[src/rtl/id_ex_reg.sv]
// ID->EX pipeline register: captures the decoded ID bundle for EX, inserts bubbles
// on stall, clears on flush, and counts inserted bubbles (saturating).
module id_ex_reg #(
    parameter logic [31:0] PC_RESET = 32'h0000_3000,
    parameter int unsigned EXC_W    = 5
) (
    input  logic             clk,
    input  logic             reset,
    input  logic             stall,
    input  logic             flush,
    input  logic [31:0]      req_pc,
    input  logic [31:0]      d_instr,
    input  logic [31:0]      d_pc,
    input  logic [31:0]      d_imm32,
    input  logic [31:0]      d_rs_data,
    input  logic [31:0]      d_rt_data,
    input  logic [EXC_W-1:0] d_exc_code,
    input  logic             d_bd,
    output logic [31:0]      e_instr,
    output logic [31:0]      e_pc,
    output logic [31:0]      e_imm32,
    output logic [31:0]      e_rs_data,
    output logic [31:0]      e_rt_data,
    output logic [EXC_W-1:0] e_exc_code,
    output logic             e_bd,
    output logic             e_valid,
    output logic [31:0]      bubble_cnt
);

    always_ff @(posedge clk) begin
        if (!reset) begin
            e_instr    <= '0;
            e_pc       <= PC_RESET;
            e_imm32    <= '0;
            e_rs_data  <= '0;
            e_rt_data  <= '0;
            e_exc_code <= '0;
            e_bd       <= 1'b0;
            e_valid    <= 1'b0;
            bubble_cnt <= '0;
        end else if (flush || stall) begin
            // Bubble: only PC/BD survive a stall so CP0 can build EPC/BD on it
            e_instr    <= '0;
            e_pc       <= flush ? req_pc : d_pc;
            e_imm32    <= '0;
            e_rs_data  <= '0;
            e_rt_data  <= '0;
            e_exc_code <= '0;
            e_bd       <= flush ? 1'b0 : d_bd;
            e_valid    <= 1'b0;
            if (bubble_cnt != '1)
                bubble_cnt <= bubble_cnt + 32'd1;
        end else begin
            e_instr    <= d_instr;
            e_pc       <= d_pc;
            e_imm32    <= d_imm32;
            e_rs_data  <= d_rs_data;
            e_rt_data  <= d_rt_data;
            e_exc_code <= d_exc_code;
            e_bd       <= d_bd;
            e_valid    <= 1'b1;
        end
    end

endmodule
[config.mk]
export PLATFORM = sky130hd
export DESIGN_NAME = id_ex_reg
export DESIGN_NICKNAME = d
export VERILOG_FILES = /design/src/rtl/id_ex_reg.sv
export SDC_FILE = /design/constraint.sdc
export NUM_CORES = 1
export LEC_CHECK = 0
export CAP_MARGIN = 20
export CORE_AREA = 2 2 158 160
export CTS_BUF_LIST = sky130_fd_sc_hd__clkbuf_4 sky130_fd_sc_hd__clkbuf_8
export DETAILED_ROUTE_END_ITERATION = 10
export DIE_AREA = 0 0 160 162
export GPL_TIMING_DRIVEN = 0
export PLACE_DENSITY_LB_ADDON = 0.2
export SYNTH_ARGS = -nofsm -noshare
export SYNTH_HDL_FRONTEND = slang
export SYNTH_SLANG_ARGS = --single-unit
[constraint.sdc]
create_clock -name clk -period 7.9 [get_ports clk]
set_clock_uncertainty 0.1 [all_clocks]
set_input_delay 2.37 -clock clk [delete_from_list [all_inputs] [get_ports clk]]
set_output_delay 2.37 -clock clk [all_outputs]
set_load 0.01 [all_outputs]
After elaboration in Yosys (flattened, before gate mapping) --
Cells that the tools add are included.
Word-level totals: flip-flop bits (word level) 199, input bits 202, output and inout bits 199, word-level logic and storage cells 20
Operators by class: add/sub/neg operators 1, eq/ne operators 1, multiplexer cells 5, bitwise logic cells 1, reductions and logical operators 3
Operator list (count):
- $mux 32 | 2
- $add 32x1->32 const B | 1
- $ne 32x32->1 const B | 1
- $mux 1 | 3
- $reduce_and 2->1 | 1
- $reduce_or 2->1 | 1
- $logic_or 1x1->1 | 1
- $not 1->1 | 1

Longest topological paths before layout --
Gate-level depths: netlist of run 1.
depth after elaboration 2, mapped depth 7, depth with buffers taken out 6

Worst setup path before layout of run 1 --
Ideal clock, no wire load.
path type input port to flip-flop, start in flush, end reg bubble_cnt[28], library setup time 0.071 ns, arrival time 4.116 ns, required time 7.729 ns, path slack 3.614 ns, stages on the path 7, buffers on the path 2, cell sequence buf_2 o2111ai_1 or4_4 or3_1 clkbuf_2 or3_1 a21oi_1
On the way: cells in the longest elaborated chain, start to end 2
Ends and longest elaborated chain:
- start, declared | line 10 | input logic flush,
- $logic_or 1x1->1 | line 41 | end else if (flush || stall) begin
- $reduce_and 2->1 (no source line)
- end signal, assigned | line 52 | bubble_cnt <= bubble_cnt + 32'd1;
- end, declared | line 27 | output logic [31:0] bubble_cnt
Every way passes these cells. A chain may end at the register's enable or synchronous reset.

Worst setup path after layout of run 1 --
start in stall, end reg bubble_cnt[31]
On the way: cells in the longest elaborated chain, start to end 2
Ends and longest elaborated chain:
- start, declared | line 9 | input logic stall,
- $logic_or 1x1->1 | line 41
- $reduce_and 2->1 (no source line)
Every way passes these cells.

==> flow_summary.yaml, run 1 <==
run_status:
  outcome: "complete, no violations"
die:
  core_um2: 24100
  die_height_um: 162
  die_x_um: 160
  io_pins: 401
  rows: 57
  start_util: 0.267
  dieArea_um2: 25900
grt:
  grt_pass1_vias: 5693
  grt_usage: 0.182
  grt_max_degree: 20
  grt_pass1_wl_um: 35500
  grt_overflow: 0
  antenna_found_initial: 0
drt:
  drt_wl_total_um: 24000
  viasPerCell: 4.36
  detail_route.wl_per_cell_um: 17.7
  drtIter0Drc: 303
  postRouteAntennaNets: 0
  vias: 5939
  drt_pass1_iterations: 4
  drc: 0
clock_tree:
  post_cts_resized: 0
  clock-sinks: 199
  ctsHoldBuffers: 0
  cts_root_buf: "clkbuf_8"
  clkLatencyLatePin_ps: 470
  cts_buffer_depth: 2
  cts_buffers: 17
  cts_htree_levels: 4
  cts_setup_buffers: 0
  clk_pin_slew_worst_paths_ps: 110
  cts_tree: "yes"
finish:
  fin_nets: 1227
  antenna_cells: 0
  area_delta_synth_final_pct: 74.4
  drive_gt1_frac: 0.0424
  final_area_um2: 11200
  layoutNonFillerInstCount: 1361
synthesis:
  synth_nets: 809
  synth_top_area_frac: 0.619
  netlist_area_um2: 6430
  seq_area_frac_synth: 0.619
  yosysWarningCount: 0
  synth_enable_flop_cells: 0
  syn_avg_cell_area_um2: 10.6
  yosys-top-cells-area: "dfxtp_1 (62%), and3_1 (13%), mux2i_1 (6.4%), nor2_1 (2.8%), clkbuf_1 (2.1%)"
  async_flop_share: 0
  synth_cell_types: 39
  ys_ff_latch: 199
  yosysTopAreaCell: "dfxtp_1"
  synth_cells: 606
  synth-main-ff-cell: "dfxtp_1"
worst_setup_path:
  startpoint_type: "input pin"
  crit_type: "in -> reg"
  reg2reg_setup_slack_ps: 4980
  cp_max_fo: 10
  cp.arrival_ps: 4590
  cp.required_ps: 8190
  r2r-end: "bubble_cnt[31]"
  reg2reg_from: "bubble_cnt[0]"
  worst_r2r_path_depth: 7
  endpoint_kind: "flop"
power_and_ir_drop:
  comb_power_share: 0.129
  p_leak_uw: 0.00464
  seqPwrFrac: 0.538
  clkPwrFrac: 0.334
  powerDensity_nw_per_um2: 173
  p_sw_uw: 504
  ir_drop_v: 0.0000902
  internal-power_uw: 1440
  swShare: 0.260
worst_hold_path:
  hp-class: "reg -> reg"
  worstHoldStart: "bubble_cnt[30]"
  hold_end: "bubble_cnt[30]"
  whs_path_depth: 2
sta:
  final-max-slew-violation-count: 0
  worst_pin_slew_ps: 851
  period_needed_ps: 4300
  post-route-period-util: 0.544
  rsz0062_at_grt: "false"
  setup_viol: 0
  finalHoldViolations: 0
  fmax_ghz: 0.233
  setup_tns_ps: 0
  slew_headroom: 0.428
flow_run:
  drv_cap: 0
placement:
  dpl.hpwl_um: 18900
  portBuffers: 398
  routabilityCongestion: 0.808
  postPlaceCellArea_um2: 10800
  dp.cells: 1329
## cells in the final DEF, fill, tap and decap left out, types with 2 or more instances in the layout
cell type / n
a211oi_1: 2
a21oi_1: 11
a31oi_1: 3
and3_1: 136
buf_1: 4
buf_2: 2
clkbuf_1: 36
clkbuf_8: 18
clkdlybuf4s50_1: 398
clkinv_2: 2
clkinv_4: 2
clkinv_8: 3
dfxtp_1: 199
inv_1: 6
inv_6: 5
mux2i_1: 41
nand2_1: 30
nand2b_1: 9
nand3_1: 7
nand4_1: 9
nor2_1: 48
nor3_1: 5
nor4_1: 7
o21a_1: 2
o21ai_0: 8
o31a_1: 2
o31ai_1: 3
or2_2: 2
or3_1: 9
or4_1: 2
or4_2: 2
xnor2_1: 8
## layer usage
layer,up-vias,track usage,wire length [um]
li1,2928,-,-
met2,193,0.322,12500
met5,-,0,0
met4,0,0.0598,445
met3,24,0.0426,1270
met1,2794,0.217,9870
## power groups by stage
stage | combinational (uW) | clock [uW] | sequential [uW]
floorplan | 51.6 | 0 | 1080
global placement | 250 | 0 | 1070
detailed placement | 251 | 0 | 1070
CTS | 253 | 671 | 1040
global route | 267 | 717 | 1050
finish | 250 | 647 | 1040
## stage by stage
stage	setup slack (ps)	power (uW)	hold WS (ps)	utilization
global route	3360	2030	451	0.465
CTS	3570	1970	409	0.465
finish	3600	1940	400	0.465
global placement	2850	1320	378	0.449
detailed placement	3100	1320	383	0.449
floorplan	3610	1130	398	-
## state kept, by name, summed over array words and instances (netlist names)
| register | cells |
|---|---|
| bubble_cnt | 32 |
| e_imm32 | 32 |
| e_instr | 32 |
| e_pc | 32 |
| e_rs_data | 32 |
| e_rt_data | 32 |
| e_exc_code | 5 |
| e_bd | 1 |
| e_valid | 1 |
## kinds of logic after synthesis
family / count (synthesis) / share of synthesized area
AOI/OAI and AO/OA: 36 / 0.0375
xor gates and xnor gates: 9 / 0.0123
adders and majority gates: 1 / 0.00194
buffers and inverters: 49 / 0.0292
DFF: 199 / 0.619
muxes: 41 / 0.0638
and+or+nand+nor: 271 / 0.236
## area by class of cell
class                      count  area, um2
multi-input combinational    358       2260
buffer                        43        165
inverter                       6       22.5
timing repair buffer         399       4000
clock buffer                  18        248
sequential                   199       3980
clock inverter                14        139
tap                          324        405
fill                        2352      12900
## synthesized netlist by cell type (5+ instances only)
master and instances:
dfxtp_1 199, and3_1 136, nor2_1 48, mux2i_1 41
clkbuf_1 36, nand2_1 30, a21oi_1 11, nand2b_1 9
nand4_1 9, or3_1 9, o21ai_0 8, xnor2_1 8
nand3_1 7, nor4_1 7, inv_1 6, nor3_1 5
## critical path, stage by stage
cell,delay (ps)
clkdlybuf4s50_1,500
nor2_1,130
nor3_1,510
o31ai_4,230
buf_2,250
nor4_1,370
mux2i_1,220
## how the worst max path moves through the flow
stage	slack, ps	start	to
after floorplan	3610	flush	bubble_cnt[28]
after global placement	2850	stall	bubble_cnt[31]
after detailed placement	3100	stall	bubble_cnt[31]
after CTS	3570	stall	bubble_cnt[31]
after global routing	3360	stall	bubble_cnt[31]
final	3600	stall	bubble_cnt[31]
Note: power is estimated with default switching activity, not from simulation.
==> run 2: changes to the inputs <==
- CORE_AREA: 2 2 158 160 -> 2 2 154 156
- DIE_AREA: 0 0 160 162 -> 0 0 156 158
- clock period: 7.9 -> 4.1 ns (I/O delays scaled with it)
==> flow_summary.yaml, run 2 (same netlist as run 1, synthesis figures left out) <==
grt:
  grt_usage: 0.178
  grt_pass1_wl_um: 33000
  grt_pass1_vias: 5458
  grt_max_degree: 21
  antenna_found_initial: 0
  grt_overflow: 0
sta:
  period_needed_ps: 3330
  setup_viol: 0
  setup_tns_ps: 0
  fmax_ghz: 0.300
  worst_pin_slew_ps: 957
  post-route-period-util: 0.813
  slew_headroom: 0.359
  final-max-slew-violation-count: 0
  rsz0062_at_grt: "false"
  finalHoldViolations: 0
power_and_ir_drop:
  powerDensity_nw_per_um2: 345
  p_leak_uw: 0.00467
  p_total_uw: 3880
  ir_drop_v: 0.000169
die:
  io_pins: 401
  die_x_um: 156
  dieArea_um2: 24600
  core_um2: 23100
  rows: 56
  start_util: 0.279
  die_height_um: 158
clock_tree:
  cts_buffer_depth: 2
  cts_htree_levels: 4
  ctsHoldBuffers: 0
  clk_pin_slew_worst_paths_ps: 110
  clock-sinks: 199
  cts_buffers: 17
  cts_root_buf: "clkbuf_8"
  clkLatencyLatePin_ps: 470
  cts_setup_buffers: 0
  cts_tree: "yes"
  post_cts_resized: 0
run_status:
  outcome: "complete, no violations"
finish:
  layout_commonest_cell: "clkdlybuf4s50_1"
  n_fill_cell: 2178
  fin_nets: 1226
  area_delta_synth_final_pct: 74.5
  antenna_cells: 0
  final_core_util: 0.487
  drive_gt1_frac: 0.0415
  layout_common_cells: "clkdlybuf4s50_1 (398), dfxtp_1 (199), and3_1 (136), nor2_1 (48), mux2i_1 (41)"
drt:
  viasPerCell: 4.44
  drc: 0
  postRouteAntennaNets: 0
  vias: 5885
  drt_wl_total_um: 23100
  drtIter0Drc: 273
  drt_pass1_iterations: 4
  detail_route.wl_per_cell_um: 17.4
worst_hold_path:
  worstHoldStart: "bubble_cnt[30]"
  hold_end: "bubble_cnt[30]"
  whs_path_depth: 2
  hp-class: "reg -> reg"
worst_setup_path:
  endpoint_kind: "flop"
  reg2reg_from: "bubble_cnt[0]"
  startpoint_type: "input pin"
  crit_type: "in -> reg"
  cp.required_ps: 4400
  worst_r2r_path_depth: 7
  cp_max_fo: 10
  reg2reg_setup_slack_ps: 1190
  r2r-end: "bubble_cnt[31]"
  cp.arrival_ps: 3630
flow_run:
  drv_cap: 0
placement:
  routabilityCongestion: 0.778
  portBuffers: 398
  dpl.hpwl_um: 18000
-- run 2: cell types whose count changed in the layout (fill, tap and decap cells not counted) --
cell	before	now
buf_6	1	0
bufinv_16	0	2
clkinv_2	2	0
clkinvlp_4	1	0
inv_12	0	1
inv_6	5	4
inv_8	1	2
-- run 2: metrics by stage --
stage | instance area (um2) | hold WS (ps) | instances | worst slack [ps]
4_1_cts | 11200 | 403 | 1326 | 741
6_report | 11200 | 404 | 1326 | 768
5_1_grt | 11200 | 428 | 1326 | 593
3_3_place_gp | 10800 | 376 | 1294 | 237
2_1_floorplan | 6430 | 398 | 606 | 954
3_5_place_dp | 10800 | 384 | 1294 | 234
-- run 2: area by class of cell --
class	count	area, um2	area share
Buffer	43	165	0.0147
Clock buffer	18	248	0.0221
Clock inverter	14	200	0.0178
Inverter	6	22.5	0.00201
Multi-Input combinational cell	358	2260	0.201
Sequential cell	199	3980	0.355
Tap cell	290	363	0.0323
Timing Repair Buffer	398	3980	0.355
-- run 2: routing by layer --
layer,vias up,GRT usage,part of all wire
met5,-,0,0
met4,0,0.0651,0.020
met3,28,0.0422,0.055
met2,181,0.309,0.50
met1,2746,0.214,0.42
li1,2930,-,-
-- run 2: worst max-delay path by stage --
stage               startpoint        endpoint  slack, ps
floorplan                flush  bubble_cnt[28]        950
global placement         stall  bubble_cnt[31]        240
global route             stall  bubble_cnt[31]        590
finish                   stall  bubble_cnt[31]        770
CTS                      stall  bubble_cnt[31]        740
detailed placement       stall  bubble_cnt[31]        230
-- run 2: power by group --
group	switching (uW)	leakage, uW	internal, uW
Sequential	17.3	0.00162	1990
Combinational	171	0.00282	308
Clock	789	0.000224	600
Total	977	0.00467	2900
-- run 2: worst max-delay path: stages --
cell and delay [ps]:
clkdlybuf4s50_1 510, nor2_1 230, nor3_1 580, o31ai_4 240, buf_2 260, nor4_1 350
mux2i_1 220
==> run 3: changes to the inputs <==
- clock period: 4.1 -> 3.5 ns (I/O delays scaled with it)
==> results of run 3 <==
The final DEF is identical to that of run 2. Status: complete, no violations.
Among the figures that moved: setup slack after placement 234 ps -> -186 ps; setup slack after layout 768 ps -> 348 ps; register-to-register setup slack 1190 ps -> 590 ps; total power 3880 uW -> 4540 uW; worst IR drop on VDD 0.000169 V -> 0.000198 V
